$ cat src/rtl/ip_ctrl_pkg.sv
// Shared types and helpers for the inner-product lane sequencer.
package ip_ctrl_pkg;

    typedef enum logic [1:0] {
        IDLE,
        ISSUE,
        DRAIN,
        DONE
    } state_t;

    localparam int unsigned DEF_RD_LAT = 1;
    localparam int unsigned DRAIN_LAT  = DEF_RD_LAT + 1;

    // Replicates bit w-1 of v into every bit above it; callers cast to their width.
    function automatic logic [63:0] sign_extend(input logic [63:0] v, input int unsigned w);
        logic [63:0] r;
        r = '0;
        for (int unsigned i = 0; i < 64; i++) begin
            r[i] = (i < w) ? v[i] : v[w-1];
        end
        return r;
    endfunction

endpackage

$ cat src/rtl/ip_valid_pipe.sv
// Valid shift register: rd_en delayed DEPTH cycles gives sel, one more gives acc_en.
module ip_valid_pipe #(
    parameter int unsigned DEPTH = 1
) (
    input  logic clk,
    input  logic rst,
    input  logic in_valid,
    output logic sel,
    output logic acc_en
);

    if (DEPTH == 0) begin : g_nodelay
        assign sel = in_valid;
    end else begin : g_delay
        logic [DEPTH-1:0] sr;
        always_ff @(posedge clk) begin
            if (rst) begin
                sr <= '0;
            end else begin
                sr[0] <= in_valid;
                for (int unsigned i = 1; i < DEPTH; i++) begin
                    sr[i] <= sr[i-1];
                end
            end
        end
        assign sel = sr[DEPTH-1];
    end

    // Extra stage mirrors the ip stage's output register.
    always_ff @(posedge clk) begin
        if (rst) begin
            acc_en <= 1'b0;
        end else begin
            acc_en <= sel;
        end
    end

endmodule

$ cat src/rtl/ip_seq_ctrl.sv
// Sequencer for one inner-product lane: issues chunk reads, accumulates ip stage
// partial sums into a dot product and hands it out on a valid/ready handshake.
module ip_seq_ctrl
    import ip_ctrl_pkg::*;
#(
    parameter int unsigned BITWIDTH = 16,
    parameter int unsigned ACC_W    = 32,
    parameter int unsigned ADDR_W   = 8,
    parameter int unsigned CNT_W    = 9,
    parameter int unsigned RD_LAT   = DEF_RD_LAT
) (
    input  logic                clk,
    input  logic                rst,
    input  logic                start,
    input  logic [CNT_W-1:0]    num_chunks,
    output logic                busy,
    output logic                rd_en,
    output logic [ADDR_W-1:0]   rd_addr,
    output logic                sel,
    input  logic [BITWIDTH-1:0] ip_sum,
    output logic [ACC_W-1:0]    result,
    output logic                result_valid,
    input  logic                result_ready
);

    localparam int unsigned FL_W = $clog2(RD_LAT + 2);

    state_t           state;
    logic [CNT_W-1:0] n_lat;
    logic [ACC_W-1:0] acc;
    logic [ACC_W-1:0] ip_ext;
    logic [FL_W-1:0]  inflight;
    logic             acc_en;
    logic             last_addr;

    ip_valid_pipe #(.DEPTH(RD_LAT)) u_valid_pipe (
        .clk      (clk),
        .rst      (rst),
        .in_valid (rd_en),
        .sel      (sel),
        .acc_en   (acc_en)
    );

    always_comb begin
        ip_ext    = ACC_W'(sign_extend(64'(ip_sum), BITWIDTH));
        last_addr = (CNT_W'(rd_addr) == (n_lat - CNT_W'(1)));
    end

    always_ff @(posedge clk) begin
        if (rst) begin
            state        <= IDLE;
            busy         <= 1'b0;
            rd_en        <= 1'b0;
            rd_addr      <= '0;
            result       <= '0;
            result_valid <= 1'b0;
            acc          <= '0;
            n_lat        <= '0;
            inflight     <= '0;
        end else begin
            if (acc_en) begin
                acc <= acc + ip_ext;
            end

            case ({rd_en, acc_en})
                2'b10:   inflight <= inflight + FL_W'(1);
                2'b01:   inflight <= inflight - FL_W'(1);
                default: inflight <= inflight;
            endcase

            case (state)
                IDLE: begin
                    if (start) begin
                        n_lat   <= num_chunks;
                        acc     <= '0;
                        rd_addr <= '0;
                        busy    <= 1'b1;
                        if (num_chunks == '0) begin
                            state        <= DONE;
                            result       <= '0;
                            result_valid <= 1'b1;
                        end else begin
                            state <= ISSUE;
                            rd_en <= 1'b1;
                        end
                    end
                end
                ISSUE: begin
                    if (last_addr) begin
                        rd_en <= 1'b0;
                        state <= DRAIN;
                    end else begin
                        rd_addr <= rd_addr + ADDR_W'(1);
                    end
                end
                DRAIN: begin
                    // Last partial sum lands in acc on the edge that empties inflight.
                    if (inflight == '0) begin
                        state        <= DONE;
                        result       <= acc;
                        result_valid <= 1'b1;
                    end
                end
                DONE: begin
                    if (result_ready) begin
                        state        <= IDLE;
                        result_valid <= 1'b0;
                        busy         <= 1'b0;
                    end
                end
                default: state <= IDLE;
            endcase
        end
    end

endmodule

$ cat config.mk
export PLATFORM = sky130hd
export DESIGN_NAME = ip_seq_ctrl
export DESIGN_NICKNAME = d
export VERILOG_FILES = /design/src/rtl/ip_ctrl_pkg.sv /design/src/rtl/ip_valid_pipe.sv /design/src/rtl/ip_seq_ctrl.sv
export SDC_FILE = /design/constraint.sdc
export NUM_CORES = 1
export LEC_CHECK = 0
export BUFFER_PORTS_ARGS = -buffer_cell sky130_fd_sc_hd__buf_2
export CAP_MARGIN = 20
export CELL_PAD_IN_SITES_DETAIL_PLACEMENT = 1
export CELL_PAD_IN_SITES_GLOBAL_PLACEMENT = 1
export CORE_UTILIZATION = 43
export DETAILED_ROUTE_END_ITERATION = 10
export HOLD_SLACK_MARGIN = 0.12
export PLACE_DENSITY_LB_ADDON = 0.1
export SETUP_SLACK_MARGIN = 0.2
export SLEW_MARGIN = 15
export SYNTH_ARGS = -nofsm -noshare
export SYNTH_HDL_FRONTEND = slang
export SYNTH_SLANG_ARGS = --single-unit
$ cat constraint.sdc
create_clock -name clk -period 2.9 [get_ports clk]
set_input_delay 0.58 -clock clk [delete_from_list [all_inputs] [get_ports clk]]
set_output_delay 0.58 -clock clk [all_outputs]
set_load 0.03 [all_outputs]
## Word-level counts from Yosys, hierarchy flattened

Index checks and enable logic that the tools add are counted.

| storage, ports and cells | value |
|---|---|
| register bits | 90 |
| input port bits | 29 |
| output and inout port bits | 44 |
| word-level logic and storage cells | 72 |

| cells by class | value |
|---|---|
| add/sub/neg operators | 5 |
| equal/unequal tests | 13 |
| muxes and demuxes | 28 |
| reductions and logical operators | 15 |

Operator list:

| kind | count |
|---|---|
| 32-bit 2-to-1 mux | 6 |
| 32-bit one-hot mux with 2 select lines | 1 |
| 32-bit adder | 1 |
| 8-bit 2-to-1 mux | 2 |
| 8-bit one-hot mux with 2 select lines | 1 |
| 2-bit inequality test, second input constant | 7 |
| 4-bit AND reduction | 3 |
| 2-bit 2-to-1 mux | 5 |
| 8-bit by 9-bit equality test with 1-bit output | 1 |
| 9-bit logical NOT | 1 |
| 9-bit by 1-bit subtractor with 9-bit output, second input constant | 1 |
| 8-bit by 1-bit adder with 8-bit output, second input constant | 1 |
| 1-bit 2-to-1 mux | 8 |
| 2-bit one-hot mux with 4 select lines | 1 |
| 2-bit nonzero test | 4 |
| 2-bit equality test, second input constant | 3 |
| 3-bit AND reduction | 2 |
| 5-bit AND reduction | 1 |
| 2-bit by 1-bit equality test with 1-bit output, second input constant | 2 |
| 2-bit logical NOT | 2 |
| 1-bit one-hot mux with 2 select lines | 2 |
| 2-bit one-hot mux with 2 select lines | 1 |
| 1-bit one-hot mux with 3 select lines | 1 |
| 3-bit nonzero test | 1 |
| 3 further kinds | 3 |

## Logic depth before layout (Yosys ltp)

| logic depth | value |
|---|---|
| depth in word-level cells | 4 |
| mapped depth | 11 |
| mapped depth without buffers | 10 |

## By module

From an unflattened synthesis, not the netlist that was laid out.

| unflattened totals | value |
|---|---|
| cells, all modules | 646 |
| area total of the unflattened synthesis | 5321.4 um^2 |

Modules (own cells, without submodules):

| module | times used | cells each | area an instance (um^2) | sequential area each (um^2) |
|---|---|---|---|---|
| ip_seq_ctrl | 1 | 642 | 5268.8 | 1761.7 |
| ip_valid_pipe | 1 | 4 | 52.6 | 40.0 |

## Least setup slack after synthesis

No wires, ideal clock.

| timing | value |
|---|---|
| path type | input -> register |
| start point | input port ip_sum[0] |
| end point | register acc[30] |
| arrival time | 2.468 ns |
| data required time | 2.838 ns |
| path slack | 0.370 ns |
| stages on the path | 10 |
| cell sequence | ha_1 > fa_1 > a21o_1 > nand4_1 > a21o_1 > a21o_1 > nand3_1 > and4b_1 > or3_1 > nand3_1 |

| on the way | value |
|---|---|
| word-level cells in the longest chain between the ends | 4 |

RTL lines:

| what | RTL line | text |
|---|---|---|
| from (decl) | ip_seq_ctrl.sv:20 | `input logic [BITWIDTH-1:0] ip_sum,` |
| 32-bit adder (*) | ip_seq_ctrl.sv:62 | `acc <= acc + ip_ext;` |
| 32-bit 2-to-1 mux (*) | ip_seq_ctrl.sv:61 | `if (acc_en) begin` |
| 32-bit 2-to-1 mux | ip_seq_ctrl.sv:73 | `if (start) begin` |
| 32-bit 2-to-1 mux (*) | ip_seq_ctrl.sv:71 | `case (state)` |
| to (signal assigned) | ip_seq_ctrl.sv:62 |  |
| to (decl) | ip_seq_ctrl.sv:30 | `logic [ACC_W-1:0] acc;` |

Every way passes the cells marked *; elsewhere a longest branch is shown, timed or not.
A chain may end at the register's enable or synchronous reset.

## Worst setup path in the final report

| timing | value |
|---|---|
| start point | register acc[1] |
| end point | register acc[31] |

| on the way | value |
|---|---|
| word-level cells in the longest chain between the ends | 4 |

RTL lines:

| what | RTL line |
|---|---|
| 32-bit adder (*) | ip_seq_ctrl.sv:62 |
| 32-bit 2-to-1 mux (*) | ip_seq_ctrl.sv:61 |
| 32-bit 2-to-1 mux | ip_seq_ctrl.sv:73 |
| 32-bit 2-to-1 mux (*) | ip_seq_ctrl.sv:71 |

Marked as above.

==> run summary <==
Outcome: finished, final reports clean
Area leader, netlist: dfxtp_1
Nets: 774
Pwr Density: 628 nW/um2
Synth Net Count: 703
CTS tree: yes
CP peak stage delay: 0.42 ns
Detail-routed via count per cell: 5.79
Worst IR Drop VDD: 324 uV
Starting Density: 44.1%
Routed WL per cell: 17.5 um
Most numerous cell in the Yosys netlist: dfxtp_1
Mean post-synth cell area: 8.33 um2
Slowest stage cell, crit path: a311o_1
Synth Warn #: 0
Clock Pin Slew Worst Setup and Hold Paths: 0.07 ns
Die boundary width: 113 um
Sequential share of power: 36.9%
Ranking of synthesized cells by area: dfxtp_1, ha_1, nor2_1
Highest clock rate: 385 MHz
RSZ-0062 raised after global routing: false
Vias: 4963
DRC Markers: 0
Register area share after synthesis: 34.0%
Worst Hold Class: flip-flop to flip-flop
Placed Cells: 842
Number of antenna violations at the first check in global routing: 0
Synth cell types: 64
Worst hold start: u_valid_pipe.sel
Top cells by count, synth: dfxtp_1, nor2_1, nand2_1, a21oi_1, ha_1
Critical-path cell list: ha_1 -> a211oi_1 -> buf_4 -> o211ai_2 -> nand3_1 -> a311o_1 -> and4b_1 -> nor4_1 -> o21ai_1 -> o31ai_1
Final antenna-violating net count: 0
WP data required: 3.17 ns
Sw power: 1.32 mW
Final hold violation count: 0
GRT Residual Overflow: 0
Worst setup EP type: flip-flop
Worst Max-Slew Pin Slew: 0.831 ns
#FFs+latches synth: 90
Sw Ratio: 34.0%
Synth async-reset ratio: 0%
CP startpoint kind: flip-flop
Worst Slack Setup Final: 0.302 ns
Final min period: 2.60 ns
Final Instance Area: 6190 um2
Crit path max fanout: 4
Internal power: 2.56 mW
Area of the core: 12000 um2
Clk_lat worst skew: 0.35 ns
Die Y: 113 um
R2R setup slack: 0.30 ns
Pre-Repair DR Iteration Count: 4
Final cell count without fillers: 857
Most used DFF post-synth: dfxtp_1
Post-synth top area share: 34.0%
Num CTS Buffers: 9
Logic pwr share: 29.7%
FF-to-FF End: acc[31]
Routed WL: 15.0 mm
Port bufs: 72
Gpl congestion: 0.861
Skew final: 0.00872 ns
Leak: 2.68 nW
Fin. max-slew vios: 0
Critical Path Start: acc[1]
Setup_tns: 0 ns
Die area: 12800 um2
RR Startpoint: acc[1]
Critical path type: flip-flop to flip-flop
Num rows: 40
Max-cap violations: 0
Hold path depth: 1
Reg2reg path depth: 10
Post-Syn Area: 5290 um2
Vias in the first global route: 4991
Initial DRC count: 194
CTS Hold Buffers Added: 0
H-tree levels: 3
Synth Instances: 635
First-pass GRT wire length: 24.8 mm
GRT Overall Usage: 24.6%
Final hold slack: 0.466 ns
Ant diodes: 0
P&R area growth vs syn: 17.0%
Placed Area: 5850 um2
Num ports: 73
Tcrit/Tclk final: 89.6%
Post-synth EDFFs: 0
Worst Hold End: u_valid_pipe.acc_en
# clock sinks: 90
Final setup viols: 0
Clk pwr share: 33.4%
Largest net degree at the start of global routing: 38
Clk buf depth: 2
Share of cells above drive strength 1: 16.8%
Critical Path AT: 2.87 ns
Slew margin rel.: 44.5%
Clk root buf: clkbuf_16
Worst slack at placement: -0.00779 ns
Post-DP HPWL: 11.0 mm
## kinds of logic after synthesis
family                   synth area share [%]
flip-flops                               34.0
multiplexers                             3.22
AO/OA/AOI/OAI                            23.4
adder cells (fa/ha/maj)                  9.36
AND/OR/NAND/NOR                          20.6
buffers and inverters                    3.24
XOR/XNOR                                 6.12
## routing by layer
metal	GRT usage (%)	vias up	wire length [um]	part of all wire [%]
met5	0	-	0	0
met3	3.43	19	386	2.6
met4	9.30	0	282	1.9
li1	-	2451	-	-
met2	44.7	75	7510	50
met1	29.4	2418	6780	45
## layout make-up
cell class | instances | area, um2
Multi-Input combinational cell | 503 | 3330
Tap cell | 147 | 184
Sequential cell | 90 | 1800
Clock buffer | 11 | 253
Timing Repair Buffer | 88 | 493
Inverter | 14 | 52.6
Clock inverter | 4 | 75.1
Fill cell | 1466 | 5820
## critical path: cells and delay by family, from the launching register on
| kind | cells | cell delay (ns) |
|---|---|---|
| compound gates | 5 | 0.93 |
| flops | 1 | 0.36 |
| buf+inv | 1 | 0.15 |
| fa+ha+maj | 1 | 0.32 |
| simple gates | 3 | 0.77 |
## worst max-delay path by stage
| stage | end | slack, ns |
|---|---|---|
| global route | acc[31] | 0.20 |
| floorplan | acc[30] | 0.37 |
| finish | acc[31] | 0.30 |
| global placement | acc[31] | 0.06 |
| detailed placement | acc[30] | -0.008 |
| CTS | acc[31] | 0.32 |
## state kept, by name, summed over array words and instances, names as in the netlist
| name | cells |
|---|---|
| rd_addr | 8 |
| inflight | 2 |
| n_lat | 9 |
| result | 32 |
| state | 2 |
| u_valid_pipe.acc_en | 1 |
| acc | 32 |
| result_valid | 1 |
| u_valid_pipe.sel | 1 |
| busy | 1 |
| rd_en | 1 |
## power groups by stage
stage          sequential, mW  clock (mW)  combinational [mW]
3_5_place_dp             1.46           0                1.15
2_1_floorplan            1.48           0               0.815
5_1_grt                  1.45        1.38                1.28
6_report                 1.44        1.30                1.15
4_1_cts                  1.43        1.33                1.16
3_3_place_gp             1.45           0                1.11
## layout by cell type (no fill, tap or decap), types with 15 or more instances in the layout
master / n
nand2_1: 58
mux2i_1: 17
o21ai_0: 16
a21o_1: 20
dfxtp_1: 89
xor2_1: 19
nand3_1: 20
buf_2: 72
a21oi_1: 40
nor2_1: 84
xnor2_1: 18
ha_1: 38
buf_4: 15
a22oi_1: 32
## repair_timing
action | 4_1_cts | 5_1_grt
resized for setup | 0 | 4
setup endpoints to repair | 0 | 10
buffers inserted | 0 | 0
## per-stage QoR
step | total power, mW | utilization (%)
final | 3.89 | 51.5
after global routing | 4.11 | 51.5
after CTS | 3.92 | 51.5
after detailed placement | 2.61 | 48.7
after global placement | 2.56 | 48.7
after floorplan | 2.30 | -
Note: power is estimated with default switching activity, not from simulation.
